## config.mk

```make
export PLATFORM = sky130hd
export DESIGN_NAME = conv2_sched
export DESIGN_NICKNAME = d
export VERILOG_FILES = /design/src/rtl/conv2_pkg.sv /design/src/rtl/conv2_sched_credit.sv /design/src/rtl/conv2_sched.sv
export SDC_FILE = /design/constraint.sdc
export NUM_CORES = 1
export LEC_CHECK = 0
export BUFFER_PORTS_ARGS = -buffer_cell sky130_fd_sc_hd__buf_4
export CORE_MARGIN = 2
export CORE_UTILIZATION = 38
export DETAILED_ROUTE_END_ITERATION = 8
export PLACE_DENSITY = 0.6
export SYNTH_ARGS = -nofsm -noshare
export SYNTH_HDL_FRONTEND = slang
export SYNTH_HIERARCHICAL = 1
export SYNTH_SLANG_ARGS = --single-unit
```

## constraint.sdc

```tcl
create_clock -name clk -period 6.5 [get_ports clk]
set_clock_uncertainty 0.15 [all_clocks]
set_input_delay 1.3 -clock clk [delete_from_list [all_inputs] [get_ports clk]]
set_output_delay 1.3 -clock clk [all_outputs]
set_load 0.05 [all_outputs]
```

## src/rtl/conv2_pkg.sv

```systemverilog
//== conv2_pkg | shared types and sizing helpers for the conv2 sequencer | rev 1.0
`default_nettype none

package conv2_pkg;

  typedef enum logic [2:0] {
    IDLE   = 3'd0,
    RUN    = 3'd1,
    REWIND = 3'd2,
    DRAIN  = 3'd3,
    DONE   = 3'd4
  } state_t;

  localparam int POS_W  = 3;
  localparam int FILT_W = 2;

  function automatic int out_w(input int map_w, input int kernel);
    return map_w - kernel + 1;
  endfunction

  // Must hold the value MAX_OUT itself, not just MAX_OUT-1.
  function automatic int cred_w(input int max_out);
    return $clog2(max_out + 1);
  endfunction

endpackage

`default_nettype wire

```

## src/rtl/conv2_sched_credit.sv

```systemverilog
//== conv2_sched_credit | in-flight window counter with sticky overrun flag | rev 1.0
`default_nettype none

module conv2_sched_credit
  import conv2_pkg::*;
#(
  parameter int MAX_OUT = 8,
  parameter int CW      = cred_w(MAX_OUT)
) (
  input  logic          clk,
  input  logic          rst_n,
  input  logic          clr,
  input  logic          clr_err,
  input  logic          inc,
  input  logic          dec,
  output logic [CW-1:0] outstanding,
  output logic          credit_ok,
  output logic          dec_ok,
  output logic          err_overrun
);

  localparam logic [CW-1:0] MAX_C = CW'(MAX_OUT);

  assign credit_ok = (outstanding < MAX_C);
  assign dec_ok    = dec && (outstanding != '0);

  always_ff @(posedge clk or negedge rst_n) begin
    if (!rst_n) begin
      outstanding <= '0;
      err_overrun <= 1'b0;
    end else begin
      if (clr)
        outstanding <= '0;
      else if (inc && !dec_ok)
        outstanding <= outstanding + CW'(1);
      else if (!inc && dec_ok)
        outstanding <= outstanding - CW'(1);

      if (clr_err)
        err_overrun <= 1'b0;
      else if (dec && (outstanding == '0))
        err_overrun <= 1'b1;
    end
  end

endmodule

`default_nettype wire

```

## src/rtl/conv2_sched.sv

```systemverilog
//== conv2_sched | conv2 window sequencer and result tracker | rev 1.0
//== optional macro CONV2_SCHED_PERF_EN adds perf_cycles / perf_stall outputs
`default_nettype none

module conv2_sched
  import conv2_pkg::*;
#(
  parameter int MAP_W    = 12,
  parameter int KERNEL   = 5,
  parameter int NUM_FILT = 3,
  parameter int MAX_OUT  = 8,
  parameter int CNT_W    = 16
) (
  input  logic              clk,
  input  logic              rst_n,
  input  logic              start,
  input  logic              abort,
  input  logic              buf_win_avail,
  output logic              buf_win_pop,
  output logic              buf_rewind,
  output logic [POS_W-1:0]  win_row,
  output logic [POS_W-1:0]  win_col,
  output logic [FILT_W-1:0] filt_sel,
  input  logic              calc_valid,
  output logic [CNT_W-1:0]  res_cnt,
  output logic              busy,
  output logic              done,
  output logic              err_overrun
`ifdef CONV2_SCHED_PERF_EN
  ,
  output logic [CNT_W-1:0]  perf_cycles,
  output logic [CNT_W-1:0]  perf_stall
`endif
);

  localparam int                OUT_W     = out_w(MAP_W, KERNEL);
  localparam int                CW        = cred_w(MAX_OUT);
  localparam logic [POS_W-1:0]  LAST_POS  = POS_W'(OUT_W - 1);
  localparam logic [FILT_W-1:0] LAST_FILT = FILT_W'(NUM_FILT - 1);

  state_t            state;
  logic [POS_W-1:0]  row, col, hold_row, hold_col;
  logic [FILT_W-1:0] filt, hold_filt;
  logic [CW-1:0]     outstanding;
  logic              credit_ok, dec_ok, issue, start_ok, last_win;

  assign start_ok = (state == IDLE) && start && !abort;
  assign issue    = (state == RUN) && buf_win_avail && credit_ok;
  assign last_win = (row == LAST_POS) && (col == LAST_POS);

  assign buf_win_pop = issue;
  assign buf_rewind  = (state == REWIND);
  assign busy        = (state != IDLE);
  assign done        = (state == DONE);

  // Live position while issuing, otherwise the last issued one.
  assign win_row  = issue ? row  : hold_row;
  assign win_col  = issue ? col  : hold_col;
  assign filt_sel = issue ? filt : hold_filt;

  conv2_sched_credit #(
    .MAX_OUT (MAX_OUT),
    .CW      (CW)
  ) u_credit (
    .clk         (clk),
    .rst_n       (rst_n),
    .clr         (abort || start_ok),
    .clr_err     (start_ok),
    .inc         (issue),
    .dec         (calc_valid && (state != IDLE)),
    .outstanding (outstanding),
    .credit_ok   (credit_ok),
    .dec_ok      (dec_ok),
    .err_overrun (err_overrun)
  );

  always_ff @(posedge clk or negedge rst_n) begin
    if (!rst_n) begin
      state <= IDLE;
      row   <= '0;
      col   <= '0;
      filt  <= '0;
    end else if (abort) begin
      state <= IDLE;
      row   <= '0;
      col   <= '0;
      filt  <= '0;
    end else begin
      case (state)
        IDLE: if (start) begin
          state <= RUN;
          row   <= '0;
          col   <= '0;
          filt  <= '0;
        end
        RUN: if (issue) begin
          if (last_win)
            state <= (filt == LAST_FILT) ? DRAIN : REWIND;
          else if (col == LAST_POS) begin
            col <= '0;
            row <= row + POS_W'(1);
          end else
            col <= col + POS_W'(1);
        end
        REWIND: begin
          filt  <= filt + FILT_W'(1);
          row   <= '0;
          col   <= '0;
          state <= RUN;
        end
        DRAIN: if (outstanding == '0) state <= DONE;
        DONE:    state <= IDLE;
        default: state <= IDLE;
      endcase
    end
  end

  always_ff @(posedge clk or negedge rst_n) begin
    if (!rst_n) begin
      hold_row  <= '0;
      hold_col  <= '0;
      hold_filt <= '0;
      res_cnt   <= '0;
    end else begin
      if (issue) begin
        hold_row  <= row;
        hold_col  <= col;
        hold_filt <= filt;
      end
      if (start_ok)
        res_cnt <= '0;
      else if (dec_ok)
        res_cnt <= res_cnt + CNT_W'(1);
    end
  end

`ifdef CONV2_SCHED_PERF_EN
  always_ff @(posedge clk or negedge rst_n) begin
    if (!rst_n) begin
      perf_cycles <= '0;
      perf_stall  <= '0;
    end else if (start_ok) begin
      perf_cycles <= '0;
      perf_stall  <= '0;
    end else begin
      if ((state != IDLE) && !(&perf_cycles))
        perf_cycles <= perf_cycles + CNT_W'(1);
      if ((state == RUN) && buf_win_avail && !credit_ok && !(&perf_stall))
        perf_stall <= perf_stall + CNT_W'(1);
    end
  end
`endif

endmodule

`default_nettype wire

```

# After elaboration in Yosys (flattened, before gate mapping)
# Index checks and enable logic that the tools add are counted.
# Widths: inputs -> output; s select.
# word_totals
reg_bits,40
ram_bits,0
rom_bits,0
latch_bits,0
mem_count,0
word_cells,88
# op_classes
n_mul,0
div,0
n_bitwise,0
eq_ne,13
n_reduce_logical,27
n_shift,0
n_addsub,6
mux,31
order_cmp,1
# op_table
operator,count
$mux 3,16
$mux 16,2
$pmux 3 s3,2
$add 16x1->16 const B,1
$mux 4,3
$ne 3x3->1 const B,4
$pmux 3 s4,1
$logic_and 1x1->1,10
$eq 3x3->1 const B,3
$reduce_bool 3->1,3
$reduce_and 4->1,2
$reduce_bool 4->1,2
$add 3x1->3 const B,2
$eq 3x2->1 const B,2
$mux 2,3
$ne 3x2->1 const B,2
$reduce_and 5->1,1
$add 4x1->4 const B,1
$logic_not 4->1,1
$lt 4x4->1 const B,1
$pmux 2 s2,1
$reduce_bool 2->1,2
$sub 4x1->4 const B,1
$eq 3x1->1 const B,1
7 further kinds,11

# Depth between registers and ports, before layout
# Gate-level depths: netlist (run 1).
# logic_depth
ltp_word,8
ltp_mapped,11
mapped_depth_nobuf,10

# Modules after synthesis
# The synthesis (run 1) kept the hierarchy.
# by_module_without_submodules
module,n_inst,cells_per_inst,seq_area_each_um2,area_per_inst_um2
conv2_sched,1,164,875.8,1771.7
conv2_sched_credit,1,36,125.1,361.6

# Worst setup path before layout (run 1)
# OpenSTA, ideal clock, no wires.
# synth_path
path_kind,input port to output port
start,input buf_win_avail
end,output filt_sel[0]
cell_stages,3
n_path_buf,0
setup_slack_ns,1.862
t_arrival_ns,3.188
required_time_ns,5.050
cell_sequence,nand2_1 nor3_2 mux2_2
# synth_between
elab_chain_len,3
# synth_rtl
item,line_no,source
"start, declared",conv2_sched.sv:18,"input logic buf_win_avail,"
$logic_and 1x1->1 (2 in series),conv2_sched.sv:48,assign issue = (state == RUN) && buf_win_avail && credit_ok;
net buf_win_pop,conv2_sched.sv:19,"output logic buf_win_pop,"
$mux 2,--,
"end, declared",conv2_sched.sv:23,"output logic [FILT_W-1:0] filt_sel,"
# The timed path passes the listed nets, and every way through them passes these cells.

# Worst setup path in the final report (run 1)
# layout_path
start,input buf_win_avail
end,output filt_sel[0]
# layout_between
elab_chain_len,3
# layout_rtl
item,line_no
$logic_and 1x1->1 (2 in series),conv2_sched.sv:48
$mux 2,--
# Every way passes these cells.

==> results of run 1 <==
## worst register-to-register path, delay by kind of cell (launching register included)
| family | cells | cell delay (ns) |
|---|---|---|
| and+or+nand+nor | 4 | 1.54 |
| AOI/OAI and AO/OA | 3 | 0.86 |
| DFF | 1 | 0.50 |
| adders and majority gates | 1 | 0.38 |
## state kept, by name, indices dropped and copies added, names as in the netlist
| name | cells |
|---|---|
| state | 3 |
| filt | 2 |
| row | 3 |
| hold_filt | 2 |
| u_credit/outstanding | 4 |
| col | 3 |
| hold_row | 3 |
| u_credit/err_overrun | 1 |
| res_cnt | 16 |
| hold_col | 3 |
## layout by cell type, fill, tap and decap left out, types with 6 or more instances in the layout
master / n
nand2_1: 12
nand3_1: 7
nor2_1: 23
xor2_1: 7
mux2_2: 8
xnor2_1: 7
buf_4: 34
inv_1: 9
dfrtp_1: 40
clkbuf_8: 6
ha_1: 8
a21oi_1: 7
## per-stage QoR
step | utilization (%) | cell area (um2) | power, mW | setup slack [ns] | cells
global placement | 44.7 | 2440 | 0.374 | 2.02 | 300
global route | 46.5 | 2540 | 0.578 | 1.88 | 308
floorplan | - | 2130 | 0.346 | 1.86 | 200
finish | 46.5 | 2540 | 0.548 | 2.00 | 308
detailed placement | 44.7 | 2440 | 0.376 | 1.97 | 300
CTS | 46.5 | 2540 | 0.557 | 1.94 | 308
## layout make-up
class / instances / area share (%)
timing repair buffer: 34 / 10.0
tap: 72 / 3.54
sequential: 40 / 39.4
clock buffer: 6 / 3.25
inverter: 10 / 1.48
clock inverter: 2 / 0.591
multi-input combinational: 144 / 41.7
## worst min path at each step
| stage | slack (ns) | start | to |
|---|---|---|---|
| after detailed placement | 0.34 | hold_col[2] | hold_col[2] |
| after CTS | 0.36 | hold_col[2] | hold_col[2] |
| final | 0.35 | hold_col[1] | hold_col[1] |
| after global placement | 0.33 | hold_col[1] | hold_col[1] |
| after floorplan | 0.34 | col[1] | col[1] |
| after global routing | 0.37 | hold_col[0] | hold_col[0] |
## logic make-up (layout without fill, tap and decap cells)
logic type	after synthesis	in the layout	synth area share (%)
DFF	40	40	46.9
xor gates and xnor gates	15	15	7.04
adders and majority gates	9	9	5.63
and+or+nand+nor	81	81	21.2
muxes	12	12	6.10
AOI/OAI and AO/OA	27	27	9.74
buffers and inverters	16	52	3.34
## where the power goes
part	switching (mW)	internal, mW	total (mW)
Sequential	0.0130	0.261	0.274
Clock	0.0917	0.0860	0.178
Combinational	0.0615	0.0349	0.0964
Total	0.166	0.382	0.548
## per-layer routing
metal  wire length (um)  share of wire [%]  track usage, %
met3                161                3.8            3.86
met5                  0                  0               0
met4                 66                1.5            5.69
met1               2010                 47            19.9
met2               2030                 48            23.8
==> flow_summary.ini, run 1 <==
[critical_path]
worstSetupPathType = input port to output pin
r2r_cells = 8
crit_buf_inv = 2
worstPathArrival_ns = 3.05
path_max_fanout = 13
cp-end-kind = output pin
cpMostUsedCell = buf_4
reg2reg_slack_ns = 2.97
path_cells = buf_4 -> nand2_1 -> nor3_2 -> mux2_2 -> buf_4
start_kind = input port
cp.required_ns = 5.05
crit_family = simple AND/OR/NAND/NOR gates
cpPeakStageDelay_ns = 0.92
worst_path_max_delay_cell = nor3_2
reg2reg_from = state[1]
setup.worst_path.end = filt_sel[0]
cp-startpoint = buf_win_avail
cp.depth = 5
r2r-end = u_credit/outstanding[3]

[clock_tree]
cts_buffer_depth = 2
clk_pin_slew_worst_paths_ns = 0.08
cts-root-buf = clkbuf_8
insertion_delay_ns = 0.29
clock_sinks = 40
cts_tree = done
htreeDepth = 2
cts_buffers = 5
cts_hold_buf = 0
postCtsResizedCells = 0
post_cts_buffers = 0

[floorplanning]
die_w_um = 78.9
die-area_um2 = 6230
die_h_um = 78.9
ios = 35
initial_core_util_pct = 39.0
coreArea_um2 = 5470
rows = 27

[drt]
firstDrtPassIters = 4
drtIter0Drc = 99
vias = 1578
wl_mm = 4.26
vias_per_cell = 5.12
ant_nets = 0
drcViolationCount = 0
wire_per_inst_um = 13.8

[sta]
final-setup-viol-count = 0
setup_tns_ns = 0
max_freq_ghz = 0.222
slew_headroom_pct = 23.2
rsz0062_at_grt = no
finalCritPeriodShare_pct = 69.2
max_slew.worst_pin.slew_ns = 1.15
finalHoldWorstSlack_ns = 0.350
drv_slew = 0
fin_crit_ns = 4.50
hold_viol = 0

[power_and_ir_drop]
p_leak_nw = 1.24
p_per_area_nw_per_um2 = 215
ir_drop_mv = 0.136

[synthesis]
yosys_warnings = 6
synth_common_cells = 40 x dfrtp_1, 23 x nor2_1, 12 x nand2_1
async_flop_share_pct = 100
netlist_instances = 200
synth.yosys.seq_area_share_pct = 46.9
syn_nets = 215
synth.top_cell.area_share_pct = 46.9
synthesis.area_um2 = 2130
ys.flop_type = dfrtp_1
yosysMostFrequentCell = dfrtp_1
synth_area_leaders = dfrtp_1 47%, ha_1 4.7%, mux2_2 4.2%
synth_top_area_cell = dfrtp_1
synth_cell_type_count = 49
synth_edf_count = 0
avgSynthCellArea_um2 = 10.7
synth-seq-cells = 40

[finish]
area_growth_pct = 19.2
fillers = 553
nets = 250
multi_input_area_um2 = 1060
diodes = 0
regArea_um2 = 1000
drive_gt1_share_pct = 25.8

[place]
place_hpwl_mm = 3.06
portBuffers = 34
place.gp.congestion = 0.806

[min_path]
timing.hold.worst.class = register to register
hold_depth = 1

[flow_run]
cap_viol_max_count = 0

[global_route]
grt_pass1_vias = 1516
gr-usage-all-layers_pct = 15.0
antenna_found_initial = 0
grt_max_degree = 41
overflow = 0
grt_pass1_wl_mm = 7.29

[outcome]
outcome = completed
(Power assumes the default switching activity.)
==> inputs of run 2 (changes only) <==
PLACE_DENSITY = 0.63   (was 0.6)
clock period = 3.6 ns   (was 6.5 ns; I/O delays follow)
==> flow_summary.ini, run 2 (synthesized netlist as in run 1, its figures left out) <==
[place]
place_hpwl_mm = 2.98
place.gp.congestion = 0.790
portBuffers = 34
dpl_cell_area_um2 = 2460
dp.cells = 301

[sta]
rsz0062_at_grt = no
max_slew.worst_pin.slew_ns = 0.637
max_freq_ghz = 0.343
slew_headroom_pct = 57.5
finalCritPeriodShare_pct = 81.0
drv_slew = 0
finalHoldWorstSlack_ns = 0.237
final-setup-viol-count = 0
setup_tns_ns = 0
hold_viol = 0
fin_crit_ns = 2.91

[clock_tree]
clk_pin_slew_worst_paths_ns = 0.08
cts_buffers = 5
insertion_delay_ns = 0.29
htreeDepth = 2
clock_sinks = 40
cts_hold_buf = 0
cts_tree = done
cts_buffer_depth = 2
cts-root-buf = clkbuf_8
postCtsResizedCells = 0
post_cts_buffers = 0

[finish]
nets = 251
final_common_cell = dfrtp_1
largest_register_ffs = 16
diodes = 0
drive_gt1_share_pct = 25.7
largest-register = res_cnt
final_cell_mix = 40 x dfrtp_1, 35 x buf_4, 23 x nor2_1
final_cell_area_um2 = 2570
final_cells = 309
reg.largest.list = res_cnt x16, u_credit/outstanding x4
area_growth_pct = 20.3

[outcome]
outcome = completed

[min_path]
timing.hold.worst.class = input port to async pin

[floorplanning]
die_h_um = 78.9
rows = 27
coreArea_um2 = 5470
die-area_um2 = 6230
ios = 35
initial_core_util_pct = 39.0
die_w_um = 78.9

[drt]
drcViolationCount = 0
wl_mm = 4.13
vias = 1555
wire_per_inst_um = 13.4
drtIter0Drc = 75
firstDrtPassIters = 4
vias_per_cell = 5.03
ant_nets = 0

[critical_path]
start_kind = register
path_max_fanout = 12
cp.required_ns = 2.73
worstPathArrival_ns = 2.04
cp-end-kind = output pin
worstSetupPathType = register to output pin

[global_route]
grt_pass1_wl_mm = 7.24
use_met2_pct = 23.8
top_usage_layer = met2
grt_util_met3_pct = 3.41
grt_pass1_vias = 1524
gr-usage-all-layers_pct = 14.8
use_met1_pct = 19.6
grt_max_degree = 41
antenna_found_initial = 0
overflow = 0

[power_and_ir_drop]
p_leak_nw = 1.26
p_per_area_nw_per_um2 = 400
finalPower_mw = 1.03
ir_drop_mv = 0.274

[flow_run]
cap_viol_max_count = 0
## run 2: layout make-up
cell class | count | area, um2
Clock buffer | 6 | 72.6
Tap cell | 72 | 90.1
Clock inverter | 2 | 35.0
Sequential cell | 40 | 1000
Multi-Input combinational cell | 144 | 1070
Fill cell | 539 | 2910
Inverter | 10 | 37.5
Timing Repair Buffer | 35 | 263
## run 2: per-layer routing
metal / vias up / wire, um
li1: 782 / -
met1: 748 / 1990
met2: 19 / 1950
met3: 6 / 117
met4: 0 / 70
met5: - / 0
## run 2: worst paths after layout
check                                   startpoint                       to  slack (ns)  cells after the start
hold reg to reg                        hold_row[0]              hold_row[0]        0.35                      1
max in group asynchronous                    rst_n                  filt[1]        2.71                      1
hold / removal                               rst_n              hold_col[2]        0.24                      1
setup / recovery           u_credit/outstanding[3]              filt_sel[0]        0.69                      6
setup reg to reg                          state[1]  u_credit/outstanding[3]        0.73                     10
min in group clk                       hold_row[0]              hold_row[0]        0.35                      1
## run 2: critical path: stages (launching register included)
cell	delay [ns]
dfrtp_1	0.45
inv_1	0.11
nand2_1	0.16
nor3_4	0.21
buf_4	0.25
mux2_2	0.38
buf_4	0.19
## run 2: power breakdown
part	total (mW)	switching [mW]	internal [mW]
registers	0.493	0.0227	0.471
logic	0.175	0.111	0.0638
clock network	0.359	0.154	0.206
## run 2: through the flow
stage,utilization (%),setup slack [ns]
2_1_floorplan,-,0.237
3_3_place_gp,44.9,0.745
3_5_place_dp,44.9,0.735
4_1_cts,46.9,0.658
5_1_grt,46.9,0.523
6_report,46.9,0.685
==> inputs of run 3 (changes only) <==
PLACE_DENSITY = 0.6   (was 0.63)
clock period = 2.9 ns   (was 3.6 ns; I/O delays follow)
==> flow_summary.ini, run 3 (synthesized netlist as in run 1, its figures left out) <==
[outcome]
outcome = completed

[finish]
drive_gt1_share_pct = 28.0
final_cells = 311
fillers = 554
largest_register_ffs = 16
reg.largest.list = res_cnt x16, u_credit/outstanding x4
nets = 253
largest-register = res_cnt
final_common_cell = dfrtp_1
diodes = 0
final_cell_mix = 39 x dfrtp_1, 37 x buf_4, 23 x nor2_1
area_growth_pct = 21.8
multi_input_area_um2 = 1100
utilization_pct = 47.5
regArea_um2 = 1000

[critical_path]
reg2reg_from = state[1]
worstSetupPathType = register to output pin
cpMostUsedCell = buf_4
r2r_cells = 10
cp.required_ns = 2.17
r2r-end = u_credit/outstanding[3]
worstPathArrival_ns = 1.92
cpPeakStageDelay_ns = 0.48
reg2reg_slack_ns = 0.30
path_max_fanout = 10
start_kind = register
path_cells = nand2b_4 -> nor3_4 -> buf_4 -> mux2_2 -> buf_4
cp-end-kind = output pin
worst_path_max_delay_cell = dfrtp_2

[global_route]
antenna_found_initial = 0
grt_pass1_vias = 1515
grt_max_degree = 41
grt_pass1_wl_mm = 7.42
overflow = 0
gr-usage-all-layers_pct = 15.4

[clock_tree]
insertion_delay_ns = 0.29
cts_hold_buf = 0
clk_pin_slew_worst_paths_ns = 0.08
cts_buffers = 5
clock_sinks = 40
cts_tree = done
htreeDepth = 2
cts_buffer_depth = 2
cts-root-buf = clkbuf_8
post_cts_buffers = 0

[sta]
hold_viol = 0
slew_headroom_pct = 55.8
final-setup-viol-count = 0
drv_slew = 0
finalCritPeriodShare_pct = 91.4
fin_crit_ns = 2.65
rsz0062_at_grt = no
max_slew.worst_pin.slew_ns = 0.663
finalHoldWorstSlack_ns = 0.100
max_freq_ghz = 0.377

[floorplanning]
ios = 35
die-area_um2 = 6230
rows = 27
die_h_um = 78.9
die_w_um = 78.9
initial_core_util_pct = 39.0
coreArea_um2 = 5470

[drt]
drtIter0Drc = 84
vias = 1611
ant_nets = 0
drcViolationCount = 0
wire_per_inst_um = 13.9
firstDrtPassIters = 4
vias_per_cell = 5.18
wl_mm = 4.31

[place]
place.gp.congestion = 0.850
portBuffers = 34
place_hpwl_mm = 3.07
dp.cells = 303

[power_and_ir_drop]
p_leak_nw = 1.26
ir_drop_mv = 0.183
finalPower_mw = 1.23
p_per_area_nw_per_um2 = 474

[min_path]
timing.hold.worst.class = input port to async pin

[flow_run]
cap_viol_max_count = 0
run 3: worst max-delay path by stage:
stage                                  from                      end  slack, ns  cells after the start
floorplan                          state[1]  u_credit/outstanding[3]      -0.09                      9
global placement    u_credit/outstanding[3]  u_credit/outstanding[3]       0.39                      7
detailed placement                 state[1]  u_credit/outstanding[3]       0.27                     10
CTS                                state[1]              filt_sel[1]       0.18                      5
global route                       state[1]  u_credit/outstanding[3]       0.02                     10
finish                             state[1]              filt_sel[1]       0.25                      5
run 3: routing by layer:
layer	vias up	track usage, %	wire [um]
met1	789	21.4	2040
li1	793	-	-
met2	27	23.6	2070
met3	2	4.32	176
met4	0	4.14	24
met5	-	0	0
run 3: stage by stage:
stage	instance area (um2)	setup TNS (ns)	worst slack, ns
floorplan	2170	-0.0862	-0.0862
global placement	2500	0	0.390
detailed placement	2500	0	0.267
CTS	2600	0	0.180
global route	2600	0	0.0191
finish	2600	0	0.250
run 3: final cells by class:
class | count | area share, %
multi-input combinational | 144 | 42.2
sequential | 40 | 38.6
timing repair buffer | 37 | 10.7
tap | 72 | 3.47
clock buffer | 7 | 3.32
inverter | 10 | 1.45
clock inverter | 1 | 0.289
run 3: critical path: cells and delay by family, from the launching register on:
family	cells	cell delay, ns
DFF	1	0.48
and+or+nand+nor	2	0.40
buffers and inverters	2	0.40
muxes	1	0.36
run 3: report_power, final:
group / switching (mW) / leakage (nW) / internal (mW)
Sequential: 0.0262 / 0.550 / 0.584
Clock: 0.198 / 0.0445 / 0.193
Combinational: 0.146 / 0.666 / 0.0831
Total: 0.370 / 1.26 / 0.861
run 3: repair_timing:
item                                   in CTS  in global routing
setup endpoints to repair                   0                  1
endpoints found under the hold margin       0                  0
resized for setup                           0                  1
